--- src/rtl/a8_bus_sampler_if.sv ---
// a8_bus_sampler_if: Atari cartridge-bus pins plus the sampled bus-cycle strobes and latches
interface a8_bus_sampler_if;
  logic        a8_clk;
  logic [15:0] a8_addr;
  logic [7:0]  a8_data;
  logic        a8_rw_n;
  logic        a8_halt_n;
  logic        a8_ref_n;
  logic        cyc_start;
  logic        addr_stb;
  logic [15:0] bus_addr;
  logic        bus_rw_n;
  logic        bus_dma;
  logic        wr_stb;
  logic [7:0]  wr_data;
  logic        cyc_err;
  logic        stalled;
  modport master (
    output a8_clk, a8_addr, a8_data, a8_rw_n, a8_halt_n, a8_ref_n,
    input  cyc_start, addr_stb, bus_addr, bus_rw_n, bus_dma, wr_stb, wr_data, cyc_err, stalled
  );
  modport slave (
    input  a8_clk, a8_addr, a8_data, a8_rw_n, a8_halt_n, a8_ref_n,
    output cyc_start, addr_stb, bus_addr, bus_rw_n, bus_dma, wr_stb, wr_data, cyc_err, stalled
  );
endinterface

--- src/rtl/a8_bus_sampler.sv ---
// a8_bus_sampler: syncs Atari PHI2 into clk and times address/write-data capture from each falling edge
module a8_bus_sampler #(
  parameter int SYNC_STAGES = 2,
  parameter int ADDR_SAMPLE = 20,
  parameter int DATA_SAMPLE = 46,
  parameter int CYC_TIMEOUT = 80
) (
  input logic clk,
  input logic a8_rst_n,
  a8_bus_sampler_if.slave bus
);
  localparam logic [6:0] A_LAST = 7'(ADDR_SAMPLE - 1);
  localparam logic [6:0] D_LAST = 7'(DATA_SAMPLE - 1);
  localparam logic [6:0] T_LAST = 7'(CYC_TIMEOUT - 1);
  localparam logic [6:0] T_MAX  = 7'(CYC_TIMEOUT);
  typedef enum logic [1:0] {IDLE, ADDR_WAIT, DATA_WAIT, DONE} state_t;
  state_t state;
  logic [1:0] rst_q;
  logic rst_n;
  logic [SYNC_STAGES-1:0] sync;
  logic prev, fall, refc;
  logic [6:0] cnt;
  always_ff @(posedge clk or negedge a8_rst_n)
    if (!a8_rst_n) rst_q <= '0;
    else rst_q <= {rst_q[0], 1'b1};
  assign rst_n = rst_q[1];
  always_ff @(posedge clk or negedge rst_n)
    if (!rst_n) begin
      sync <= '0;
      prev <= 1'b0;
    end else begin
      sync <= {sync[SYNC_STAGES-2:0], bus.a8_clk};
      prev <= sync[SYNC_STAGES-1];
    end
  assign fall = prev & ~sync[SYNC_STAGES-1];
  // a new fall always wins: it aborts any pending sample point or timeout in the same clk
  always_ff @(posedge clk or negedge rst_n)
    if (!rst_n) begin
      state <= IDLE;
      cnt <= '0;
      refc <= 1'b0;
      bus.cyc_start <= 1'b0;
      bus.addr_stb <= 1'b0;
      bus.wr_stb <= 1'b0;
      bus.cyc_err <= 1'b0;
      bus.stalled <= 1'b1;
      bus.bus_addr <= '0;
      bus.bus_rw_n <= 1'b1;
      bus.bus_dma <= 1'b0;
      bus.wr_data <= '0;
    end else begin
      bus.cyc_start <= fall;
      bus.addr_stb <= 1'b0;
      bus.wr_stb <= 1'b0;
      bus.cyc_err <= 1'b0;
      cnt <= fall ? '0 : (cnt == T_MAX) ? cnt : cnt + 7'd1;
      if (fall) begin
        bus.cyc_err <= (state == ADDR_WAIT) || (state == DATA_WAIT);
        bus.stalled <= 1'b0;
        state <= ADDR_WAIT;
      end else if (state != IDLE && cnt == T_LAST) begin
        bus.cyc_err <= 1'b1;
        bus.stalled <= 1'b1;
        state <= IDLE;
      end else if (state == ADDR_WAIT && cnt == A_LAST) begin
        state <= DATA_WAIT;
        refc <= ~bus.a8_ref_n;
        if (bus.a8_ref_n) begin
          bus.addr_stb <= 1'b1;
          bus.bus_addr <= bus.a8_addr;
          bus.bus_rw_n <= bus.a8_rw_n;
          bus.bus_dma <= ~bus.a8_halt_n;
        end
      end else if (state == DATA_WAIT && cnt == D_LAST) begin
        state <= DONE;
        bus.wr_data <= bus.a8_data;
        bus.wr_stb <= ~refc & ~bus.bus_rw_n & bus.a8_ref_n;
      end
    end
endmodule

--- src/flat_wrapper.sv ---
// flat-port wrapper written by rule: the top's interface ports become plain ports
module a8_bus_sampler_flat 
#(
  parameter int SYNC_STAGES = 2,
  parameter int ADDR_SAMPLE = 20,
  parameter int DATA_SAMPLE = 46,
  parameter int CYC_TIMEOUT = 80
)
  (clk, a8_rst_n, bus_a8_clk, bus_a8_addr, bus_a8_data, bus_a8_rw_n, bus_a8_halt_n, bus_a8_ref_n, bus_cyc_start, bus_addr_stb, bus_bus_addr, bus_bus_rw_n, bus_bus_dma, bus_wr_stb, bus_wr_data, bus_cyc_err, bus_stalled);
  a8_bus_sampler_if bus_i ();
  input logic clk;
  input logic a8_rst_n;
  input wire logic [$bits(bus_i.a8_clk)-1:0] bus_a8_clk;
  input wire logic [$bits(bus_i.a8_addr)-1:0] bus_a8_addr;
  input wire logic [$bits(bus_i.a8_data)-1:0] bus_a8_data;
  input wire logic [$bits(bus_i.a8_rw_n)-1:0] bus_a8_rw_n;
  input wire logic [$bits(bus_i.a8_halt_n)-1:0] bus_a8_halt_n;
  input wire logic [$bits(bus_i.a8_ref_n)-1:0] bus_a8_ref_n;
  output wire logic [$bits(bus_i.cyc_start)-1:0] bus_cyc_start;
  output wire logic [$bits(bus_i.addr_stb)-1:0] bus_addr_stb;
  output wire logic [$bits(bus_i.bus_addr)-1:0] bus_bus_addr;
  output wire logic [$bits(bus_i.bus_rw_n)-1:0] bus_bus_rw_n;
  output wire logic [$bits(bus_i.bus_dma)-1:0] bus_bus_dma;
  output wire logic [$bits(bus_i.wr_stb)-1:0] bus_wr_stb;
  output wire logic [$bits(bus_i.wr_data)-1:0] bus_wr_data;
  output wire logic [$bits(bus_i.cyc_err)-1:0] bus_cyc_err;
  output wire logic [$bits(bus_i.stalled)-1:0] bus_stalled;
  assign bus_i.a8_clk = bus_a8_clk;
  assign bus_i.a8_addr = bus_a8_addr;
  assign bus_i.a8_data = bus_a8_data;
  assign bus_i.a8_rw_n = bus_a8_rw_n;
  assign bus_i.a8_halt_n = bus_a8_halt_n;
  assign bus_i.a8_ref_n = bus_a8_ref_n;
  assign bus_cyc_start = bus_i.cyc_start;
  assign bus_addr_stb = bus_i.addr_stb;
  assign bus_bus_addr = bus_i.bus_addr;
  assign bus_bus_rw_n = bus_i.bus_rw_n;
  assign bus_bus_dma = bus_i.bus_dma;
  assign bus_wr_stb = bus_i.wr_stb;
  assign bus_wr_data = bus_i.wr_data;
  assign bus_cyc_err = bus_i.cyc_err;
  assign bus_stalled = bus_i.stalled;
  a8_bus_sampler #(.SYNC_STAGES(SYNC_STAGES), .ADDR_SAMPLE(ADDR_SAMPLE), .DATA_SAMPLE(DATA_SAMPLE), .CYC_TIMEOUT(CYC_TIMEOUT)) u_core (.clk(clk), .a8_rst_n(a8_rst_n), .bus(bus_i));
endmodule
--- config.mk ---
export PLATFORM = sky130hd
export DESIGN_NAME = a8_bus_sampler_flat
export DESIGN_NICKNAME = d
export VERILOG_FILES = /design/src/rtl/a8_bus_sampler_if.sv /design/src/rtl/a8_bus_sampler.sv /design/src/flat_wrapper.sv
export SDC_FILE = /design/constraint.sdc
export NUM_CORES = 1
export LEC_CHECK = 0
export BUFFER_PORTS_ARGS = -buffer_cell sky130_fd_sc_hd__buf_4
export CAP_MARGIN = 20
export CORE_MARGIN = 8
export CORE_UTILIZATION = 50
export DETAILED_ROUTE_END_ITERATION = 12
export PLACE_DENSITY = 0.76
export SLEW_MARGIN = 15
export SYNTH_ARGS = -nofsm -noshare
export SYNTH_HDL_FRONTEND = slang
export SYNTH_SLANG_ARGS = --single-unit
--- constraint.sdc ---
create_clock -name clk -period 1.85 [get_ports clk]
set_input_delay 0.185 -clock clk [delete_from_list [all_inputs] [get_ports clk]]
set_output_delay 0.185 -clock clk [all_outputs]
set_load 0.005 [all_outputs]
* Word level (Yosys, flattened, before mapping)
Index checks and enable logic that the tools add are counted.
** Word-level totals
- Register bits :: 46
- Bits of input ports :: 30
** Cells by class
- $add $sub $neg :: 1
- Equality and inequality tests :: 7
- Mux-type cells :: 18
- Bitwise logic cells :: 11
- Reductions and logical operators :: 10
** Operators by type and width (count)
- equality test 7 bit (second input constant) :: 2
- 2-to-1 mux 7 bit :: 2
- 2-to-1 mux 1 bit :: 12
- 2-to-1 mux 2 bit :: 4
- NOT 1 bit :: 8
- AND reduction 4 bit :: 2
- adder 7 x 1 -> 7 bit (second input constant) :: 1
- equality test 7 x 5 -> 1 bit (second input constant) :: 1
- equality test 7 x 6 -> 1 bit (second input constant) :: 1
- nonzero test 2 bit :: 2
- nonzero test 4 bit :: 1
- AND 1 bit :: 3
- logical AND 1 bit :: 3
- AND reduction 3 bit :: 1
- equality test 2 x 1 -> 1 bit (second input constant) :: 1
- equality test 2 bit (second input constant) :: 1
- inequality test 2 x 1 -> 1 bit (second input constant) :: 1
- logical OR 1 bit :: 1

* Longest topological paths before layout
Gate-level depths: netlist of the first run.
- Word-level depth :: 7
- Mapped depth :: 8
- Mapped depth without buffers :: 6

* Least setup slack after synthesis of the first run
OpenSTA, ideal clock, no wires.
- Path type :: register to register
- Start point :: reg u_core.cnt[0]
- End point :: reg u_core.bus.bus_addr[10]
- Setup time :: 0.125 ns
- Arrival time :: 1.894 ns
- Path slack :: -0.169 ns
- Cell stages (with the launch flop) :: 9
- Path buffers :: 3
- Period minus slack after synthesis :: 2.019 ns
- Cell sequence :: dfrtp_1 > ha_1 > and3_1 > buf_4 > a21oi_2 > and3_4 > buf_12 > buf_12 > mux2_4
** Between the ends
- Word-level cells in the longest chain between the ends :: 4
** RTL lines
- start: declaration :: RTL line a8_bus_sampler.sv:22 : logic [6:0] cnt;
- start signal: assignment :: RTL line a8_bus_sampler.sv:56 : cnt <= fall ? '0 : (cnt == T_MAX) ? cnt : cnt + 7'd1;
- equality test 7 bit :: RTL line a8_bus_sampler.sv:61 : end else if (state != IDLE && cnt == T_LAST) begin
- logical AND 1 bit :: RTL line a8_bus_sampler.sv:61
- NOT 1 bit (no source line)
- AND reduction 4 bit (no source line) (*)
- end signal: assignment :: RTL line a8_bus_sampler.sv:70 : bus.bus_addr <= bus.a8_addr;
- end: declaration :: RTL line a8_bus_sampler_if.sv:24 : output cyc_start, addr_stb, bus_addr, bus_rw_n, bus_dma, wr_stb, wr_data, cyc_err, stalled
Mark *: on every way between the ends. The rest lies on a longest branch, timed or not.
A chain may end at the register's enable or synchronous reset.

* Worst setup path in the final report of the first run
- Start point :: reg u_core.cnt[1]
- End point :: reg u_core.bus.bus_addr[13]
Same word-level chain as after synthesis.

==> impl_metrics.py, run 1 <==
metrics = {
    "run_status": {
        "status": "complete, but fails checks",
        "violations": "negative setup slack",
    },
    "setup_path": {
        "crit_slowest_cell": "dfrtp_1",
        "crit_path_frequent_cell": "and3_4",
        "end_kind": "flop",
        "crit_arrival_ps": 2040,
        "worstSetupStartpointType": "flop",
        "required_ps": 2030,
        "r2r_start": "u_core.cnt[1]",
        "r2r_cells": 6,
        "critPathKind": "flop to flop",
        "path_max_fanout": 6,
        "r2r_end": "u_core.bus.bus_addr[13]",
        "max_stage_delay_ps": 410,
        "regToRegSetupSlack_ps": -10,
        "crit_chain": "buf_6, ha_2, and3_4, a21oi_4, and3_4, mux2_4",
    },
    "synthesis": {
        "synth-main-ff-cell": "dfrtp_1",
        "synth_top_area_share_pct": 57.0,
        "synth_edf_count": 0,
        "synth_top_family_by_area": "multiplexers",
        "syn_inst": 129,
        "yosysSeqAreaShare_pct": 59.7,
        "syn_area_per_cell_um2": 15.0,
        "synth_area_um2": 1930,
        "yosys.area_share.xor_xnor_pct": 2.27,
        "syn-num-nets": 165,
        "muxShareOfSynthArea_pct": 17.7,
        "synthAdderAreaFrac_pct": 3.88,
        "yosysWarnings": 0,
        "synth_compound_area_share_pct": 2.46,
        "synth_seq_cells": 46,
        "yosys.area_share.simple_pct": 9.84,
        "postSynth.asyncResetShare_pct": 100,
        "yosysTopAreaCell": "dfrtp_1",
        "synth_cell_types": 31,
        "yosys-top-cells-area": "dfrtp_1 57%, mux2_2 9.9%, mux2_4 6.2%, ha_1 3.9%, dfstp_2 2.7%",
    },
    "clocking": {
        "root_buffer": "clkbuf_8",
        "clock_latency_ps": 290,
        "clk_transition_reported_paths_ps": 80,
        "clock-sinks": 46,
        "cts_buffers": 5,
        "cts_max_level": 2,
        "cts_buffer_depth": 2,
        "cts_tree": "built",
    },
    "routing": {
        "vias": 1364,
        "antenna_left": 0,
        "drt_iter0_drc": 67,
        "drt_wl_total_um": 4450,
        "drtPass1Iterations": 4,
        "drc": 0,
        "routedWlPerCell_um": 16.7,
        "viasPerCell": 5.13,
    },
    "die": {
        "dieArea_um2": 6110,
        "die_h_um": 78.2,
        "core-area_um2": 3690,
        "start_util_pct": 52.4,
        "io_pins": 61,
        "row_count": 22,
        "die_w_um": 78.2,
    },
    "finish": {
        "mostFrequentLayoutCell": "buf_4",
        "final_nets": 253,
        "layout.cells.non_filler": 266,
        "layout_common_cells": "77 x buf_4, 43 x dfrtp_1, 18 x mux2_4",
        "synthToLayoutAreaGrowth_pct": 44.2,
        "final_core_util_pct": 75.6,
        "layout-drive-gt1-share_pct": 62.4,
        "n_antenna_cell": 0,
        "fin_area_um2": 2790,
    },
    "placement": {
        "io_buffer_count": 60,
        "dp_cells": 249,
        "place_area_um2": 2530,
        "hpwlAfterDp_um": 3100,
        "gp_congestion": 0.788,
    },
    "min_path": {
        "hp-class": "input port to flop",
        "holdPathStages": 2,
        "whs_endpoint": "u_core.bus.bus_dma",
        "min-delay-start": "bus_a8_halt_n",
    },
    "grt": {
        "grt.overflow.total": 0,
        "antenna_found_initial": 0,
        "grt_max_degree": 45,
        "grt_use_total_pct": 13.8,
        "grt_pass1_vias": 1497,
        "grt_pass1_wl_um": 6890,
    },
    "sta": {
        "finalHoldViolCount": 0,
        "timing.final.ws_setup_ps": -11.9,
        "rsz0062_at_grt": "yes",
        "skew_ps": 2.63,
        "setup_viol_count_final": 4,
        "slew_violations": 0,
        "max_freq_mhz": 537,
        "min_period_ps": 1860,
        "relSlewSlack_pct": 64.2,
        "worst_slew_pin_slew_ps": 537,
        "period_share_pct": 101,
    },
    "flow_run": {
        "max-cap-violations": 0,
    },
    "pwr": {
        "power_leakage_nw": 1.39,
        "power_density_nw_per_um2": 764,
        "peakVddDrop_v": 0.000565,
    },
}
[critical path: cells and delay by family, from the launching register on]
| family | cells | cell delay (ps) |
|---|---|---|
| flops | 1 | 410 |
| fa+ha+maj | 1 | 180 |
| compound gates | 1 | 240 |
| buf+inv | 1 | 130 |
| mux | 1 | 310 |
| simple gates | 2 | 470 |
[synthesized netlist by cell type, drive strengths merged (2+ instances only)]
cell type,number
a21oi,5
nand2,2
nor2,7
mux2i,3
buf,3
nor4b,4
nand3,3
xor2,3
xnor2,2
dfrtp,44
inv,7
dfstp,2
ha,6
mux2,25
and3,4
[cells by family after synthesis]
group                      after synthesis
DFF                                     46
muxes                                   28
and+or+nand+nor                         25
buffers and inverters                   11
AOI/OAI and AO/OA                        7
adders and majority gates                6
xor gates and xnor gates                 5
other                                    1
[layer usage]
layer	share of wire (%)	GRT usage [%]	vias up
met4	0.65	4.07	0
met2	51	22.4	48
met3	7.2	5.81	4
met5	0	0	-
li1	-	-	625
met1	41	16.3	687
[report_power, final]
| part | switching [mW] | total (mW) | leakage [nW] | internal (mW) |
|---|---|---|---|---|
| registers | 0.0627 | 1.14 | 0.584 | 1.08 |
| clock network | 0.312 | 0.580 | 0.0385 | 0.267 |
| logic | 0.165 | 0.408 | 0.765 | 0.243 |
[flip-flops by register name, summed over array words and instances, names as in the netlist, 2 cells and up]
| signal | flops |
|---|---|
| u_core.state | 2 |
| u_core.bus.bus_addr | 16 |
| u_core.bus.wr_data | 8 |
| u_core.cnt | 7 |
| u_core.rst_q | 2 |
| u_core.sync | 2 |
[stage by stage]
stage | setup slack [ps] | TNS [ps] | hold WS [ps] | total power, mW
floorplan | -77.4 | -619 | -111 | 1.29
global placement | 29.0 | 0 | -31.9 | 1.48
detailed placement | -67.2 | -382 | -30.0 | 1.50
CTS | 26.0 | 0 | 59.1 | 2.09
global route | -70.1 | -1150 | 49.5 | 2.23
finish | -11.9 | -22.8 | 65.2 | 2.13
[cell type report]
type,instances,area (µm²)
clock buffers,7,76.3
repair buffers,82,636
fillers,235,901
well taps,48,60.1
inverters,7,26.3
clock inverters,1,7.51
flip-flops and latches,46,1150
multi-input cells,75,827
[worst max-delay path by stage]
stage | from | to | slack (ps) | cells after the start
floorplan | u_core.cnt[1] | u_core.bus.bus_addr[10] | -80 | 8
global placement | u_core.cnt[1] | u_core.bus.bus_addr[2] | 30 | 5
detailed placement | u_core.cnt[3] | u_core.bus.bus_addr[6] | -70 | 4
CTS | u_core.cnt[3] | u_core.bus.bus_addr[6] | 30 | 4
global route | u_core.state[1] | u_core.bus.wr_data[0] | -70 | 7
finish | u_core.cnt[1] | u_core.bus.bus_addr[13] | -10 | 6
[repair_timing]
| item | in CTS | in global routing |
|---|---|---|
| pin swaps | 2 | 9 |
| hold endpoints to repair | 3 | 0 |
| resized for setup | 2 | 25 |
| gates cloned | 1 | 2 |
| setup endpoints to repair | 20 | 9 |
| setup buffers | 0 | 4 |
| hold buffers | 2 | 0 |
(Power assumes the default switching activity.)
==> run 2, diff against run 1 <==
==> constraint.sdc (replaced) <==
create_clock -name clk -period 1.85 [get_ports clk]
set_input_delay 0.2775 -clock clk [delete_from_list [all_inputs] [get_ports clk]]
set_output_delay 0.2775 -clock clk [all_outputs]
set_load 0.005 [all_outputs]
==> impl_metrics.py, run 2 (synthesis gave the netlist of run 1 again) <==
metrics = {
    "routing": {
        "drt_iter0_drc": 83,
        "drt_wl_total_um": 4430,
        "viasPerCell": 5.13,
        "drtPass1Iterations": 4,
        "vias": 1360,
        "antenna_left": 0,
        "drc": 0,
        "routedWlPerCell_um": 16.7,
    },
    "finish": {
        "layout_common_cells": "77 x buf_4, 43 x dfrtp_1, 18 x mux2_4",
        "n_antenna_cell": 0,
        "nFillCells": 236,
        "mostFrequentLayoutCell": "buf_4",
        "largest-register": "u_core.bus.bus_addr",
        "synthToLayoutAreaGrowth_pct": 43.7,
        "top_regs": "u_core.bus.bus_addr x16, u_core.bus.wr_data x8, u_core.cnt x7",
        "final_nets": 252,
        "largest_reg_flops": 16,
        "fin_area_um2": 2780,
        "layout-drive-gt1-share_pct": 62.7,
    },
    "clocking": {
        "cts_max_level": 2,
        "clock-sinks": 46,
        "clock_latency_ps": 290,
        "cts_buffers": 5,
        "clk_transition_reported_paths_ps": 80,
        "cts_tree": "built",
        "root_buffer": "clkbuf_8",
        "cts_buffer_depth": 2,
    },
    "die": {
        "dieArea_um2": 6110,
        "row_count": 22,
        "start_util_pct": 52.4,
        "io_pins": 61,
        "core-area_um2": 3690,
        "die_w_um": 78.2,
        "die_h_um": 78.2,
    },
    "setup_path": {
        "required_ps": 2030,
        "crit_path_frequent_cell": "and3_4",
        "path_max_fanout": 6,
        "crit_buf_inv": 1,
        "crit_slowest_cell": "dfrtp_1",
        "crit_chain": "buf_6, ha_2, and3_4, a21oi_4, and3_4, mux2_4",
        "critPathKind": "flop to flop",
        "worstSetupStartpointType": "flop",
        "crit_arrival_ps": 2040,
        "max_stage_delay_ps": 410,
        "end_kind": "flop",
        "path_delay_family": "simple AND/OR/NAND/NOR gates",
    },
    "sta": {
        "rsz0062_at_grt": "yes",
        "min_period_ps": 1860,
        "period_share_pct": 101,
        "skew_ps": 2.61,
        "finalHoldViolCount": 0,
        "slew_violations": 0,
        "relSlewSlack_pct": 64.2,
        "max_freq_mhz": 537,
        "worst_slew_pin_slew_ps": 537,
        "timing.final.ws_setup_ps": -11.9,
        "fin_hold_ws_ps": 109,
        "setup_viol_count_final": 4,
    },
    "pwr": {
        "p_switching_uw": 540,
        "p_int_mw": 1.59,
        "power_density_nw_per_um2": 766,
        "p_seq_share_pct": 53.6,
        "swShare_pct": 25.4,
        "clockPowerShare_pct": 27.3,
        "peakVddDrop_v": 0.000565,
        "combPwrFrac_pct": 19.1,
        "power_leakage_nw": 1.38,
        "total_power_mw": 2.13,
    },
    "grt": {
        "top_usage_layer": "met2",
        "use_met1_pct": 16.1,
        "use_met3_pct": 5.81,
        "grt_max_degree": 45,
        "use_met2_pct": 22.4,
        "grt.overflow.total": 0,
        "grt_use_total_pct": 13.7,
        "grt_pass1_wl_um": 6850,
        "grt_pass1_vias": 1493,
        "antenna_found_initial": 0,
    },
    "placement": {
        "pre_cts_ws_ps": -67.2,
        "io_buffer_count": 60,
        "hpwlAfterDp_um": 3100,
        "place_area_um2": 2530,
        "gp_congestion": 0.788,
    },
    "run_status": {
        "violations": "negative setup slack",
        "status": "complete, but fails checks",
    },
    "min_path": {
        "hp-class": "input port to flop",
    },
    "flow_run": {
        "max-cap-violations": 0,
    },
}
==> run 2: metrics by stage <==
step	setup TNS, ps	instances	util, %
floorplan	-619	129	-
global placement	0	249	68.6
detailed placement	-382	249	68.6
CTS	0	259	71.6
global route	-1150	265	75.3
finish	-22.8	265	75.3
==> run 2: cell type report <==
cell class | instances | area, µm² | area share [%]
flip-flops and latches | 46 | 1150 | 41.6
inverters | 7 | 26.3 | 0.946
well taps | 48 | 60.1 | 2.16
repair buffers | 81 | 626 | 22.5
clock buffers | 7 | 76.3 | 2.75
multi-input cells | 75 | 827 | 29.8
clock inverters | 1 | 7.51 | 0.270
==> run 2: per-layer routing <==
metal / wire (µm) / vias to the layer above
met5: 0 / -
met4: 29 / 0
met3: 319 / 4
met2: 2270 / 48
met1: 1810 / 685
li1: - / 623
==> run 2: final timing paths <==
path	from	depth (start not counted)	end	slack (ps)
worst max-delay path	u_core.cnt[1]	6	u_core.bus.bus_addr[13]	-10
worst min-delay path	bus_a8_clk	1	u_core.sync[0]	110
worst max register to register	u_core.cnt[1]	6	u_core.bus.bus_addr[13]	-10
worst min register to register	u_core.rst_q[1]	1	u_core.bus.bus_addr[6]	330
max in group asynchronous	u_core.rst_q[1]	1	u_core.bus.stalled	1140
min in group asynchronous	a8_rst_n	2	u_core.rst_q[1]	310
==> run 2: timing repair <==
| item | 4_1_cts | 5_1_grt |
|---|---|---|
| endpoints found under the hold margin | 2 | 0 |
| setup buffers | 0 | 4 |
| pin swaps | 2 | 9 |
| gates cloned | 1 | 2 |
| hold buffers | 1 | 0 |
| resized for setup | 2 | 25 |
| setup endpoints to repair | 20 | 9 |
==> run 2: worst register-to-register path, cell delays in order, from the launching register on <==
cell	delay [ps]
dfrtp_1	410
buf_6	140
ha_2	180
and3_4	160
a21oi_4	240
and3_4	310
mux2_4	320
==> run 2: power by group through the flow <==
stage / sequential, mW / combinational (mW) / clock, mW
after floorplan: 1.18 / 0.118 / 0
after global placement: 1.15 / 0.328 / 0
after detailed placement: 1.16 / 0.344 / 0
after CTS: 1.14 / 0.351 / 0.592
after global routing: 1.15 / 0.443 / 0.638
final: 1.14 / 0.406 / 0.580
==> run 3, diff against run 2 <==
--- a/config.mk
+++ b/config.mk
@@ -6,8 +6,8 @@
 export NUM_CORES = 1
 export LEC_CHECK = 0
 export BUFFER_PORTS_ARGS = -buffer_cell sky130_fd_sc_hd__buf_4
-export CAP_MARGIN = 20
-export CORE_MARGIN = 8
+export CAP_MARGIN = 40
+export CORE_MARGIN = 3
 export CORE_UTILIZATION = 50
 export DETAILED_ROUTE_END_ITERATION = 12
 export PLACE_DENSITY = 0.76
==> impl_metrics.py, run 3 (synthesis gave the netlist of run 1 again) <==
metrics = {
    "pwr": {
        "power_leakage_nw": 1.39,
        "peakVddDrop_v": 0.000511,
        "power_density_nw_per_um2": 759,
    },
    "grt": {
        "grt.overflow.total": 0,
        "antenna_found_initial": 0,
        "grt_pass1_wl_um": 6610,
        "grt_max_degree": 19,
        "grt_use_total_pct": 19.7,
        "grt_pass1_vias": 1433,
    },
    "clocking": {
        "clock_latency_ps": 290,
        "clock-sinks": 46,
        "cts_buffer_depth": 2,
        "clk_transition_reported_paths_ps": 80,
        "cts_max_level": 2,
        "cts_tree": "built",
        "root_buffer": "clkbuf_8",
        "cts_buffers": 5,
    },
    "finish": {
        "final_nets": 255,
        "largest-register": "u_core.bus.bus_addr",
        "largest_reg_flops": 16,
        "n_antenna_cell": 0,
        "layout-drive-gt1-share_pct": 61.4,
        "mostFrequentLayoutCell": "buf_4",
        "top_regs": "u_core.bus.bus_addr x16, u_core.bus.wr_data x8, u_core.cnt x7",
        "fin_area_um2": 2760,
        "synthToLayoutAreaGrowth_pct": 42.5,
        "layout_common_cells": "81 x buf_4, 43 x dfrtp_1, 17 x mux2_2",
        "layout.cells.non_filler": 266,
    },
    "flow_run": {
        "max-cap-violations": 0,
    },
    "placement": {
        "dp_cells": 245,
        "gp_congestion": 0.822,
        "hpwlAfterDp_um": 3030,
        "place_area_um2": 2510,
        "io_buffer_count": 60,
    },
    "sta": {
        "period_share_pct": 102,
        "setup_viol_count_final": 10,
        "rsz0062_at_grt": "yes",
        "skew_ps": 8.94,
        "finalHoldViolCount": 0,
        "slew_violations": 0,
        "max_freq_mhz": 529,
        "timing.final.ws_setup_ps": -42.0,
        "min_period_ps": 1890,
    },
    "die": {
        "io_pins": 61,
        "die_h_um": 68.2,
        "core-area_um2": 3520,
        "die_w_um": 68.2,
        "row_count": 21,
        "start_util_pct": 54.9,
        "dieArea_um2": 4650,
    },
    "routing": {
        "routedWlPerCell_um": 16.4,
        "drtPass1Iterations": 4,
        "drt_wl_total_um": 4360,
        "drc": 0,
        "antenna_left": 0,
        "viasPerCell": 4.98,
        "vias": 1324,
        "drt_iter0_drc": 45,
    },
    "setup_path": {
        "end_kind": "flop",
        "worstSetupStartpointType": "flop",
        "path_max_fanout": 5,
        "crit_arrival_ps": 2070,
        "critPathKind": "flop to flop",
        "required_ps": 2030,
    },
    "min_path": {
        "hp-class": "input port to flop",
    },
    "run_status": {
        "violations": "negative setup slack",
        "status": "complete, but fails checks",
    },
}
[run 3: cell count changes in the layout (fill, tap and decap cells not counted)]
cell     delta
and3_4      -1
buf_12      +1
buf_4       +4
buf_8       -1
ha_1        +2
ha_2        -1
ha_4        -1
inv_1       +2
inv_2       -2
mux2_2     +10
mux2_4     -10
nand2_4     -1
nand2_8     +1
[run 3: worst paths after layout]
kind / startpoint / end / slack, ps / depth (start not counted)
worst max register to register: u_core.cnt[1] / u_core.bus.bus_addr[15] / -40 / 6
max in group asynchronous: u_core.rst_q[1] / u_core.bus.stalled / 1060 / 1
worst min-delay path: bus_a8_clk / u_core.sync[0] / 100 / 1
worst max-delay path: u_core.cnt[1] / u_core.bus.bus_addr[15] / -40 / 6
min in group asynchronous: u_core.rst_q[1] / u_core.bus.bus_addr[5] / 200 / 0
worst min register to register: u_core.rst_q[1] / u_core.bus.bus_addr[5] / 200 / 0
[run 3: through the flow]
stage | total power [mW] | hold WS (ps) | TNS (ps) | setup slack, ps | utilization, %
floorplan | 1.29 | -18.1 | -619 | -77.4 | -
global placement | 1.48 | 59.8 | -13.3 | -1.94 | 71.3
detailed placement | 1.50 | 61.7 | -547 | -63.1 | 71.3
CTS | 2.09 | 92.6 | 0 | 14.3 | 74.7
global route | 2.20 | 82.6 | -1530 | -112 | 78.3
finish | 2.09 | 97.9 | -260 | -42.0 | 78.3
[run 3: layer usage]
metal	share of wire (%)	global-route usage, %	wire (µm)	vias up
met3	6.2	5.09	271	6
met1	40	23.6	1730	652
met4	1.2	6.70	51	0
met2	53	34.4	2310	46
met5	0	0	0	-
li1	-	-	-	620
[run 3: power by group]
part / internal [mW] / total (mW) / switching [mW] / leakage [nW]
logic: 0.219 / 0.363 / 0.144 / 0.765
registers: 1.08 / 1.14 / 0.0631 / 0.584
clock network: 0.268 / 0.588 / 0.320 / 0.0385
[run 3: repair_timing]
action                                  4_1_cts  5_1_grt
pin swaps                                     3        5
endpoints found under the setup margin       25       27
gates resized for setup                       2       10
hold endpoints to repair                      2        0
hold buffers                                  1        0
gates cloned                                  1        1
setup buffers                                 1        9
[run 3: critical path: stages, from the launching register on]
cell     delay (ps)
dfrtp_1         410
ha_2            210
and3_4          190
a21oi_4         230
buf_4           160
and3_4          240
mux2_2          340
[run 3: layout make-up]
cell class	instances	area, µm²
Clock inverter	1	7.51
Fill cell	212	766
Multi-Input combinational cell	74	772
Sequential cell	46	1150
Tap cell	46	57.6
Timing Repair Buffer	85	661
Inverter	7	26.3
Clock buffer	7	76.3
